### config.mk
export PLATFORM = sky130hd
export DESIGN_NAME = divider_flat
export DESIGN_NICKNAME = d
export VERILOG_FILES = /design/src/rtl/divider_if.sv /design/src/rtl/divider.sv /design/src/flat_wrapper.sv
export SDC_FILE = /design/constraint.sdc
export NUM_CORES = 1
export LEC_CHECK = 0
export ABC_AREA = 1
export CAP_MARGIN = 20
export CORE_AREA = 2 2 192 194
export DETAILED_ROUTE_END_ITERATION = 10
export DIE_AREA = 0 0 194 196
export SLEW_MARGIN = 20
export SYNTH_ARGS = -nofsm -noshare
export SYNTH_HDL_FRONTEND = slang
export SYNTH_SLANG_ARGS = --single-unit
### constraint.sdc
create_clock -name clk -period 5.75 [get_ports clk]
set_clock_uncertainty 0.15 [all_clocks]
set_input_delay 1.15 -clock clk [delete_from_list [all_inputs] [get_ports clk]]
set_output_delay 1.15 -clock clk [all_outputs]
set_load 0.02 [all_outputs]
### src/rtl/divider_if.sv
// divider_if: EX-stage request, stall and HI/LO result bundle for the divider.
interface divider_if #(parameter int WIDTH = 32);
  logic               div_en;
  logic               div_signed;
  logic               flush;
  logic [WIDTH-1:0]   opa;
  logic [WIDTH-1:0]   opb;
  logic               div_stall;
  logic [2*WIDTH-1:0] result;
  logic               result_valid;
  modport master(output div_en, div_signed, flush, opa, opb, input div_stall, result, result_valid);
  modport slave(input div_en, div_signed, flush, opa, opb, output div_stall, result, result_valid);
endinterface

### src/rtl/divider.sv
// divider: multi-cycle radix-2 restoring DIV/DIVU producing {HI, LO} and the EX stall.
module divider #(parameter int WIDTH = 32) (
  input logic clk,
  input logic rst,
  divider_if.slave d
);
  localparam int CW = $clog2(WIDTH);
  typedef enum logic [1:0] {IDLE, BUSY, DONE} state_t;
  state_t state;
  logic [CW-1:0] cnt;
  logic [WIDTH-1:0] dvd, dsr, rem, rem_nxt, dvd_nxt;
  logic q_neg, r_neg;
  logic [WIDTH:0] sh, trial;
  always_comb begin
    sh = {rem, dvd[WIDTH-1]};
    trial = sh - {1'b0, dsr};
    rem_nxt = trial[WIDTH] ? sh[WIDTH-1:0] : trial[WIDTH-1:0];
    dvd_nxt = {dvd[WIDTH-2:0], ~trial[WIDTH]};
  end
  assign d.div_stall = !d.flush && ((state == IDLE && d.div_en) || state == BUSY);
  // The result is registered on the final step so it is already valid in DONE.
  always_ff @(posedge clk) begin
    if (rst) begin
      state <= IDLE;
      cnt <= '0;
      dvd <= '0;
      dsr <= '0;
      rem <= '0;
      q_neg <= 1'b0;
      r_neg <= 1'b0;
      d.result <= '0;
      d.result_valid <= 1'b0;
    end else begin
      d.result_valid <= 1'b0;
      if (d.flush) state <= IDLE;
      else case (state)
        IDLE: if (d.div_en) begin
          dvd <= (d.div_signed && d.opa[WIDTH-1]) ? -d.opa : d.opa;
          dsr <= (d.div_signed && d.opb[WIDTH-1]) ? -d.opb : d.opb;
          q_neg <= d.div_signed && (d.opa[WIDTH-1] ^ d.opb[WIDTH-1]);
          r_neg <= d.div_signed && d.opa[WIDTH-1];
          rem <= '0;
          cnt <= '0;
          state <= BUSY;
        end
        BUSY: begin
          rem <= rem_nxt;
          dvd <= dvd_nxt;
          cnt <= cnt + 1'b1;
          if (cnt == CW'(WIDTH - 1)) begin
            state <= DONE;
            d.result <= {r_neg ? -rem_nxt : rem_nxt, q_neg ? -dvd_nxt : dvd_nxt};
            d.result_valid <= 1'b1;
          end
        end
        default: state <= IDLE;
      endcase
    end
  end
endmodule

### src/flat_wrapper.sv
// flat-port wrapper written by rule: the top's interface ports become plain ports
module divider_flat 
#(parameter int WIDTH = 32)
  (clk, rst, d_div_en, d_div_signed, d_flush, d_opa, d_opb, d_div_stall, d_result, d_result_valid);
  divider_if #(.WIDTH(WIDTH)) d_i ();
  input logic clk;
  input logic rst;
  input wire logic [$bits(d_i.div_en)-1:0] d_div_en;
  input wire logic [$bits(d_i.div_signed)-1:0] d_div_signed;
  input wire logic [$bits(d_i.flush)-1:0] d_flush;
  input wire logic [$bits(d_i.opa)-1:0] d_opa;
  input wire logic [$bits(d_i.opb)-1:0] d_opb;
  output wire logic [$bits(d_i.div_stall)-1:0] d_div_stall;
  output wire logic [$bits(d_i.result)-1:0] d_result;
  output wire logic [$bits(d_i.result_valid)-1:0] d_result_valid;
  assign d_i.div_en = d_div_en;
  assign d_i.div_signed = d_div_signed;
  assign d_i.flush = d_flush;
  assign d_i.opa = d_opa;
  assign d_i.opb = d_opb;
  assign d_div_stall = d_i.div_stall;
  assign d_result = d_i.result;
  assign d_result_valid = d_i.result_valid;
  divider #(.WIDTH(WIDTH)) u_core (.clk(clk), .rst(rst), .d(d_i));
endmodule
# Yosys cells after proc, flatten, opt, wreduce, memory -nomap -nowiden
# Cells that the tools add are included.
dict set report totals {
  regBits 170
}
dict set report op_classes {
  bitwise_logic 4
  eq_ne 4
  addsub 6
  n_mux 15
  reduce_logical 15
}
# cell count
set ops {}
lappend ops {{32-bit 2-to-1 mux} 7}
lappend ops {{32-bit negator} 4}
lappend ops {{32-bit case mux with 2 select lines} 2}
lappend ops {{33-bit by 32-bit subtractor with 33-bit output} 1}
lappend ops {{5-bit case mux with 2 select lines} 1}
lappend ops {{3-bit AND reduction} 3}
lappend ops {{5-bit by 1-bit adder with 5-bit output, second input constant} 1}
lappend ops {{5-bit equality test, second input constant} 1}
lappend ops {{1-bit logical AND} 5}
lappend ops {{5-bit 2-to-1 mux} 1}
lappend ops {{2-bit 2-to-1 mux} 2}
lappend ops {{2-bit inequality test, second input constant} 2}
lappend ops {{2-bit case mux with 2 select lines} 1}
lappend ops {{1-bit NOT} 3}
lappend ops {{3-bit OR reduction} 1}
lappend ops {{2-bit by 1-bit equality test with 1-bit output, second input constant} 1}
lappend ops {{2-bit zero test} 1}
lappend ops {{2-bit AND reduction} 1}
lappend ops {{2-bit nonzero test} 1}
lappend ops {{2-bit OR reduction} 1}
lappend ops {{1-bit zero test} 1}
lappend ops {{1-bit logical OR} 1}
lappend ops {{1-bit 2-to-1 mux} 1}
lappend ops {{1-bit bitwise XOR} 1}

# Longest topological paths before layout
# Gate-level depths: netlist of the first run.
dict set report logic_depth {
  word_depth 4
  ltp_mapped 29
}

# Worst setup path before layout of the first run
# No wires, ideal clock.
dict set report synth_timing {
  path_type {reg-to-reg}
  startpoint {register u_core.dvd[31]}
  endpoint {register u_core.d.result[28]}
  path_slack_ps 1665
  arrival_time_ps 3817
  path_stages_with_launch 29
  cell_sequence {dfxtp_1 inv_1 ha_1 fa_1 inv_1 nand2_1 nand2_1 nand3_1 nand2_1 nand2_1 nand2_2 nand2_4 nand2_2 nand2_2 nand2_4 buf_6 buf_4 ha_1 nand3_1 nor3_1 nand3_1 nor3_1 nand2_1 nor3_1 nand4_1 o21ai_0 nor2_1 o221ai_1 inv_1}
}
dict set report synth_via {
  elab_chain_len 4
}
# element line_no
set synth_rtl {}
lappend synth_rtl {{start, declared} divider.sv:11} ;# logic [WIDTH-1:0] dvd, dsr, rem, rem_nxt, dvd_nxt;
lappend synth_rtl {{start signal, assigned} divider.sv:38} ;# dvd <= (d.div_signed && d.opa[WIDTH-1]) ? -d.opa : d.opa;
lappend synth_rtl {{start signal, assigned} divider.sv:48} ;# dvd <= dvd_nxt;
lappend synth_rtl {{33-bit by 32-bit subtractor with 33-bit output} divider.sv:16} ;# trial = sh - {1'b0, dsr};
lappend synth_rtl {{1-bit NOT} divider.sv:18} ;# dvd_nxt = {dvd[WIDTH-2:0], ~trial[WIDTH]};
lappend synth_rtl {{32-bit negator} divider.sv:52} ;# d.result <= {r_neg ? -rem_nxt : rem_nxt, q_neg ? -dvd_nxt : dvd_nxt};
lappend synth_rtl {{32-bit 2-to-1 mux} divider.sv:52}
lappend synth_rtl {{end signal, assigned} divider.sv:52}
lappend synth_rtl {{end, declared} divider_if.sv:12} ;# modport slave(input div_en, div_signed, flush, opa, opb, output div_stall, result, result_valid);
# Every way passes these cells.
# A chain may end at the register's enable or synchronous reset.

# Final worst setup path of the first run
dict set report layout_timing {
  startpoint {register u_core.dvd[31]}
  endpoint {register u_core.d.result[30]}
}
# The elaborated chain is that of the path after synthesis.

==> summary.txt, run 1 <==
Route
  • Avg Vias per Cell: 5.092
  • DRT iter0 DRCs: 945
  • Post-DRT Antenna Nets: 0
  • Vias: 13.29k
  • # DRC: 0
  • DR WL/cell: 16.91 um
  • DRT Pass-1 Iters: 5
  • Detailed-route wire length: 44130 um

Clock network
  • Post-CTS Hold Fix Bufs: 0
  • Postcts setup bufs: 0
  • CTS resizes: 0
  • Clk root buf: clkbuf_16
  • Worst-case clock buffer depth: 2
  • # H-tree levels: 4
  • CTS Buf Count: 17
  • Clock slew at reported path FFs: 0.07 ns
  • Worst-skew pair later-pin latency: 0.45 ns
  • CTS sink count: 170
  • CTS tree: yes

Final layout
  • # diodes: 0
  • Most common cell after layout, fill and taps aside: nand2_1
  • Fillers: 3937
  • Most frequent cells in the layout: nand2_1, inv_1, nor2_1, dfxtp_1, o21ai_0
  • Share of cells above drive strength 1: ~5.3%
  • Area Growth Syn to Fin: 18.48%
  • Design Area, Final: approximately 15000 um2
  • # nets final: 2236
  • Util after Layout: 40.84%

Timing
  • Minimum clock period: 4.479 ns
  • Rel. slew slack: 34.90%
  • Setup TNS: 0 ns
  • Setup Viol. Count Final: 0
  • Final hold vios: 0
  • Fmax: 0.2233 GHz
  • Smallest hold slack: 0.3281 ns
  • Final critical-path share of the clock period: around 80%
  • RSZ-0062 raised after global routing: no
  • Worst-margin pin slew: slightly below 1 ns
  • Slew Viols, Final: 0

Worst setup path
  • Top delay family on crit path: simple AND/OR/NAND/NOR gates
  • Required time worst endpoint: 5.94 ns
  • Arrival time worst endpoint: 4.67 ns
  • CP Buf/Inv Count: 3
  • CP max stage cell: fa_1
  • Critical R2R Capture: u_core.d.result[30]
  • Worst setup EP type: register
  • Setup CP Type: register to register
  • R2r setup slk: 1.27 ns
  • Reg2Reg Launch Point: u_core.dvd[31]
  • Worst setup startpoint: u_core.dvd[31]
  • Largest stage delay on the critical path: 0.41 ns
  • Startpoint types: register
  • Crit Path Max Fanout: 4
  • Reg2reg path depth: 26
  • Crit-path most repeated cell: nand2_1
  • Instance count on the critical path: 26

Status
  • Status: finished, final reports clean

Die
  • Starting Density: 34.47%
  • # rows: 70
  • Die height: ~200 um
  • Core Region: 36080 um2
  • I/O Pins: 135
  • Die W: 194 um
  • Die Footprint: 38020 um2

Logic synthesis
  • Count of mapped cells out of synthesis: 2033
  • Main combinational cell family by area after synthesis: simple AND/OR/NAND/NOR gates
  • Post-Synth Adder-Cell Area: 3.984%
  • Mux cell area share after synthesis: 0%
  • Mapped Area: about 12000 um2
  • Sequential element share of the synthesized area: between 20% and 30%
  • Post-synth EDFFs: 0
  • Main synth FF type: dfxtp_1
  • Synth Warn #: 0
  • Simple-Gate Fraction of Synth Area: 34.79%
  • Post-synthesis xor/xnor area fraction: 4.929%
  • Synthesis-stage register bit count: 170
  • Post-Syn Nets: 2141
  • Synth unique cells: 53
  • Mean Syn Cell Area: 6.118 um2
  • Complex-gate fraction of the synthesized area: 17.32%
  • Async set-or-reset flop fraction in the synthesized netlist: 0%

Global routing
  • Vias in the first global route: 12.55k
  • First-pass GRT wire length: between 70000 and 80000 um
  • Total track usage: a little under a quarter
  • Grt ovf: 0
  • Largest net degree at the start of global routing: 69
  • Antenna violations before repair: 0

Pwr
  • Max VDD drop: ~260 uV
  • Leak: 0.007104 uW
  • Pwr Total: 3246 uW
  • PD cells: 220.3 nW/um2

Min path
  • WHS Path Cells: 2
  • WHS Endpoint: u_core.d.result[33]
  • Worst Hold Class: register to register
  • Hold path start: u_core.d.result[33]

Placed design
  • Placed cell area: 14140 um2
  • Global placer's final weighted congestion: 0.9324
  • IO buf count: 134
  • Post-DP HPWL: 34880 um

Run
  • Max_cap viols: 0
-- through the flow --
step	worst slack, ns	cells
global placement	1.443	2577
CTS	1.298	2609
detailed placement	1.315	2577
global route	0.7199	2609
floorplan	1.665	2033
finish	1.271	2609
-- synth_stat cells (all sizes together) (9+ instances only) --
library cell	n	area (um2)
nor3	35	206.5
nand3	112	575.6
a21oi	112	568.1
dfxtp	170	3403
o22ai	32	200.2
inv	287	1077
o21ai	155	798.3
nand3b	9	67.56
o211ai	15	112.6
nor2	240	940.9
clkbuf	58	217.7
ha	38	475.5
buf	14	127.6
xor2	47	411.6
xnor2	23	201.4
nand4	19	118.9
a31oi	15	93.84
o221ai	19	166.4
nand2	580	2298
-- how the worst max path moves through the flow --
stage               slack (ns)             endpoint
detailed placement        1.32  u_core.d.result[30]
global placement          1.44  u_core.d.result[28]
global route              0.72  u_core.d.result[30]
floorplan                 1.67  u_core.d.result[28]
CTS                       1.30  u_core.d.result[30]
finish                    1.27  u_core.d.result[30]
-- sequential cells by signal (all words and copies together) (netlist names) --
| name | flops |
|---|---|
| u_core.state | 2 |
| u_core.rem | 32 |
| u_core.d.result_valid | 1 |
| u_core.d.result | 64 |
| u_core.cnt | 5 |
| u_core.dvd | 32 |
| u_core.dsr | 32 |
| u_core.q_neg | 1 |
| u_core.r_neg | 1 |
-- power by group --
group	switching (uW)	total (uW)	internal, uW
registers	33.4	1240	1210
logic	534	794	260
clock network	538	1210	670
-- cell families (layout without fill, tap and decap cells) --
| family | Yosys count | in the layout |
|---|---|---|
| buffers and inverters | 365 | 473 |
| XOR/XNOR | 70 | 70 |
| AND/OR/NAND/NOR | 1013 | 1013 |
| AO/OA/AOI/OAI | 376 | 376 |
| flip-flops | 170 | 170 |
| adder cells (fa/ha/maj) | 39 | 39 |
-- worst min-delay path, cell delays in order, from the launching register on --
cell	delay (ns)
dfxtp_1	0.32
nand2_1	0.06
a21oi_1	0.05
-- metal layers --
metal  vias up  GRT usage (%)  wire, um
met5         -              0         0
li1       6742              -         -
met2       304          39.53     20870
met3        34          2.200      1582
met1      6206          31.66     21000
met4         0          5.499       672
-- area by class of cell --
type / instances / area [um2] / area share (%)
repair buffers: 148 / 1454 / 9.866
flip-flops and latches: 170 / 3403 / 23.09
multi-input cells: 1498 / 7599 / 51.56
well taps: 468 / 585.6 / 3.974
clock inverters: 12 / 137.6 / 0.9339
clock buffers: 20 / 456.7 / 3.099
inverters: 293 / 1101 / 7.472
Note: power is estimated with default switching activity, not from simulation.
==> run 2: changes to the inputs <==
==> constraint.sdc (replaced) <==
create_clock -name clk -period 4.7 [get_ports clk]
set_clock_uncertainty 0.15 [all_clocks]
set_input_delay 0.94 -clock clk [delete_from_list [all_inputs] [get_ports clk]]
set_output_delay 0.94 -clock clk [all_outputs]
set_load 0.02 [all_outputs]
==> summary.txt, run 2 (synthesized netlist as in run 1, its figures left out) <==
Clock network
  • # H-tree levels: 4
  • Worst-skew pair later-pin latency: about 0.46 ns
  • Clk root buf: clkbuf_16
  • Worst-case clock buffer depth: 2
  • CTS tree: yes
  • CTS Buf Count: 17
  • CTS sink count: 170
  • Clock slew at reported path FFs: 0.08 ns

Final layout
  • Design Area, Final: 14860 um2
  • Area Growth Syn to Fin: 19.47%
  • # nets final: 2240
  • # diodes: 0
  • Fillers: 3911
  • Non-filler cells, final: 2611
  • Biggest register: u_core.d.result
  • Most common cell after layout, fill and taps aside: nand2_1
  • Share of cells above drive strength 1: under 10%
  • Max FFs per register: 64
  • Most frequent cells in the layout: nand2_1, inv_1, nor2_1, dfxtp_1, o21ai_0

Die
  • Die Footprint: about 38000 um2
  • Starting Density: 34.47%
  • I/O Pins: approximately 140
  • Die height: 196 um
  • Core Region: 36080 um2
  • # rows: 70
  • Die W: 194 um

Route
  • DRT iter0 DRCs: 956
  • DRT Pass-1 Iters: 5
  • # DRC: 0
  • Post-DRT Antenna Nets: 0
  • Avg Vias per Cell: 5.103
  • Detailed-route wire length: around 45000 um
  • Vias: 13.32k
  • DR WL/cell: 17.43 um

Worst setup path
  • Startpoint types: register
  • Arrival time worst endpoint: 4.44 ns
  • Crit-path most repeated cell: nand2_1
  • Crit Path Max Fanout: 50
  • Required time worst endpoint: 4.90 ns
  • Setup CP Type: register to register
  • Worst setup EP type: register
  • Largest stage delay on the critical path: roughly 0.48 ns
  • CP max stage cell: buf_4

Min path
  • Worst Hold Class: register to register

Timing
  • Minimum clock period: 4.240 ns
  • Final hold vios: 0
  • Rel. slew slack: 26.44%
  • Worst-margin pin slew: around 1.1 ns
  • Setup TNS: 0 ns
  • Fmax: 0.2358 GHz
  • Slew Viols, Final: 0
  • Setup Viol. Count Final: 0
  • RSZ-0062 raised after global routing: no
  • Final worst slack: ~0.46 ns
  • Final critical-path share of the clock period: approximately nine tenths

Placed design
  • DP Cell Count: 2581
  • Placed cell area: approximately 14000 um2
  • Post-DP HPWL: 35770 um
  • IO buf count: 134
  • Global placer's final weighted congestion: 0.9531
  • Dpl ws: 0.1930 ns

Global routing
  • Total track usage: 23.85%
  • Largest net degree at the start of global routing: 95
  • Grt ovf: 0
  • Vias in the first global route: 12.45k
  • Antenna violations before repair: 1
  • First-pass GRT wire length: around 70000 um

Pwr
  • PD cells: 281.4 nW/um2
  • Max VDD drop: 281.8 uV
  • Leak: between 0.007 and 0.008 uW

Run
  • Max_cap viols: 0

Status
  • Status: finished, final reports clean
-- run 2: cell count changes in the layout (fill, tap and decap cells not counted), sizes merged --
cell | before | now
buf | 15 | 19
inv | 291 | 288
clkinv | 11 | 8
bufinv | 2 | 6
-- run 2: path summary, 6_finish.rpt --
kind / endpoint / startpoint / cells after the start / slack [ns]
max reg2reg: u_core.d.result[61] / u_core.dvd[31] / 26 / 0.46
max: u_core.d.result[61] / u_core.dvd[31] / 26 / 0.46
min reg2reg: u_core.d.result[33] / u_core.d.result[33] / 2 / 0.33
min: u_core.d.result[33] / u_core.d.result[33] / 2 / 0.33
-- run 2: what timing repair did --
action / 4_1_cts / 5_1_grt
setup buffers: 0 / 0
endpoints found under the hold margin: 0 / 0
endpoints found under the setup margin: 0 / 5
hold buffers: 0 / 0
gates resized for setup: 0 / 3
-- run 2: area by class of cell --
type	instances	area (um2)	area share [%]
Tap cell	468	585.6	3.940
Timing Repair Buffer	152	1484	9.986
Sequential cell	170	3403	22.90
Multi-Input combinational cell	1498	7616	51.25
Clock inverter	10	214.0	1.440
Clock buffer	20	456.7	3.073
Inverter	293	1101	7.409
-- run 2: through the flow --
stage / power [uW] / hold slack, ns / utilization [%]
2_1_floorplan: 2185 / 0.2997 / -
3_3_place_gp: 2524 / 0.3081 / 39.28
3_5_place_dp: 2522 / 0.3129 / 39.28
4_1_cts: 4185 / 0.3239 / 41.14
5_1_grt: 4363 / 0.3590 / 41.18
6_report: 4182 / 0.3253 / 41.18
-- run 2: critical path, delay by kind of cell (launching register included) --
family	cells	cell delay [ns]
AND/OR/NAND/NOR	20	1.93
adder cells (fa/ha/maj)	2	0.62
buffers and inverters	3	0.64
AO/OA/AOI/OAI	1	0.35
flip-flops	1	0.38
-- run 2: layer usage --
layer  part of all wire, %  up-vias  GRT usage (%)
met2                    47      349          40.00
met1                    46     6154          31.39
met4                   2.8        0          8.530
met5                     0        -              0
met3                   4.6       64          3.129
li1                      -     6757              -
-- run 2: report_power, final --
group / internal (uW) / switching [uW]
clock: 1020 / 651
combinational: 320 / 664
sequential: 1480 / 41.2
total: 2830 / 1360
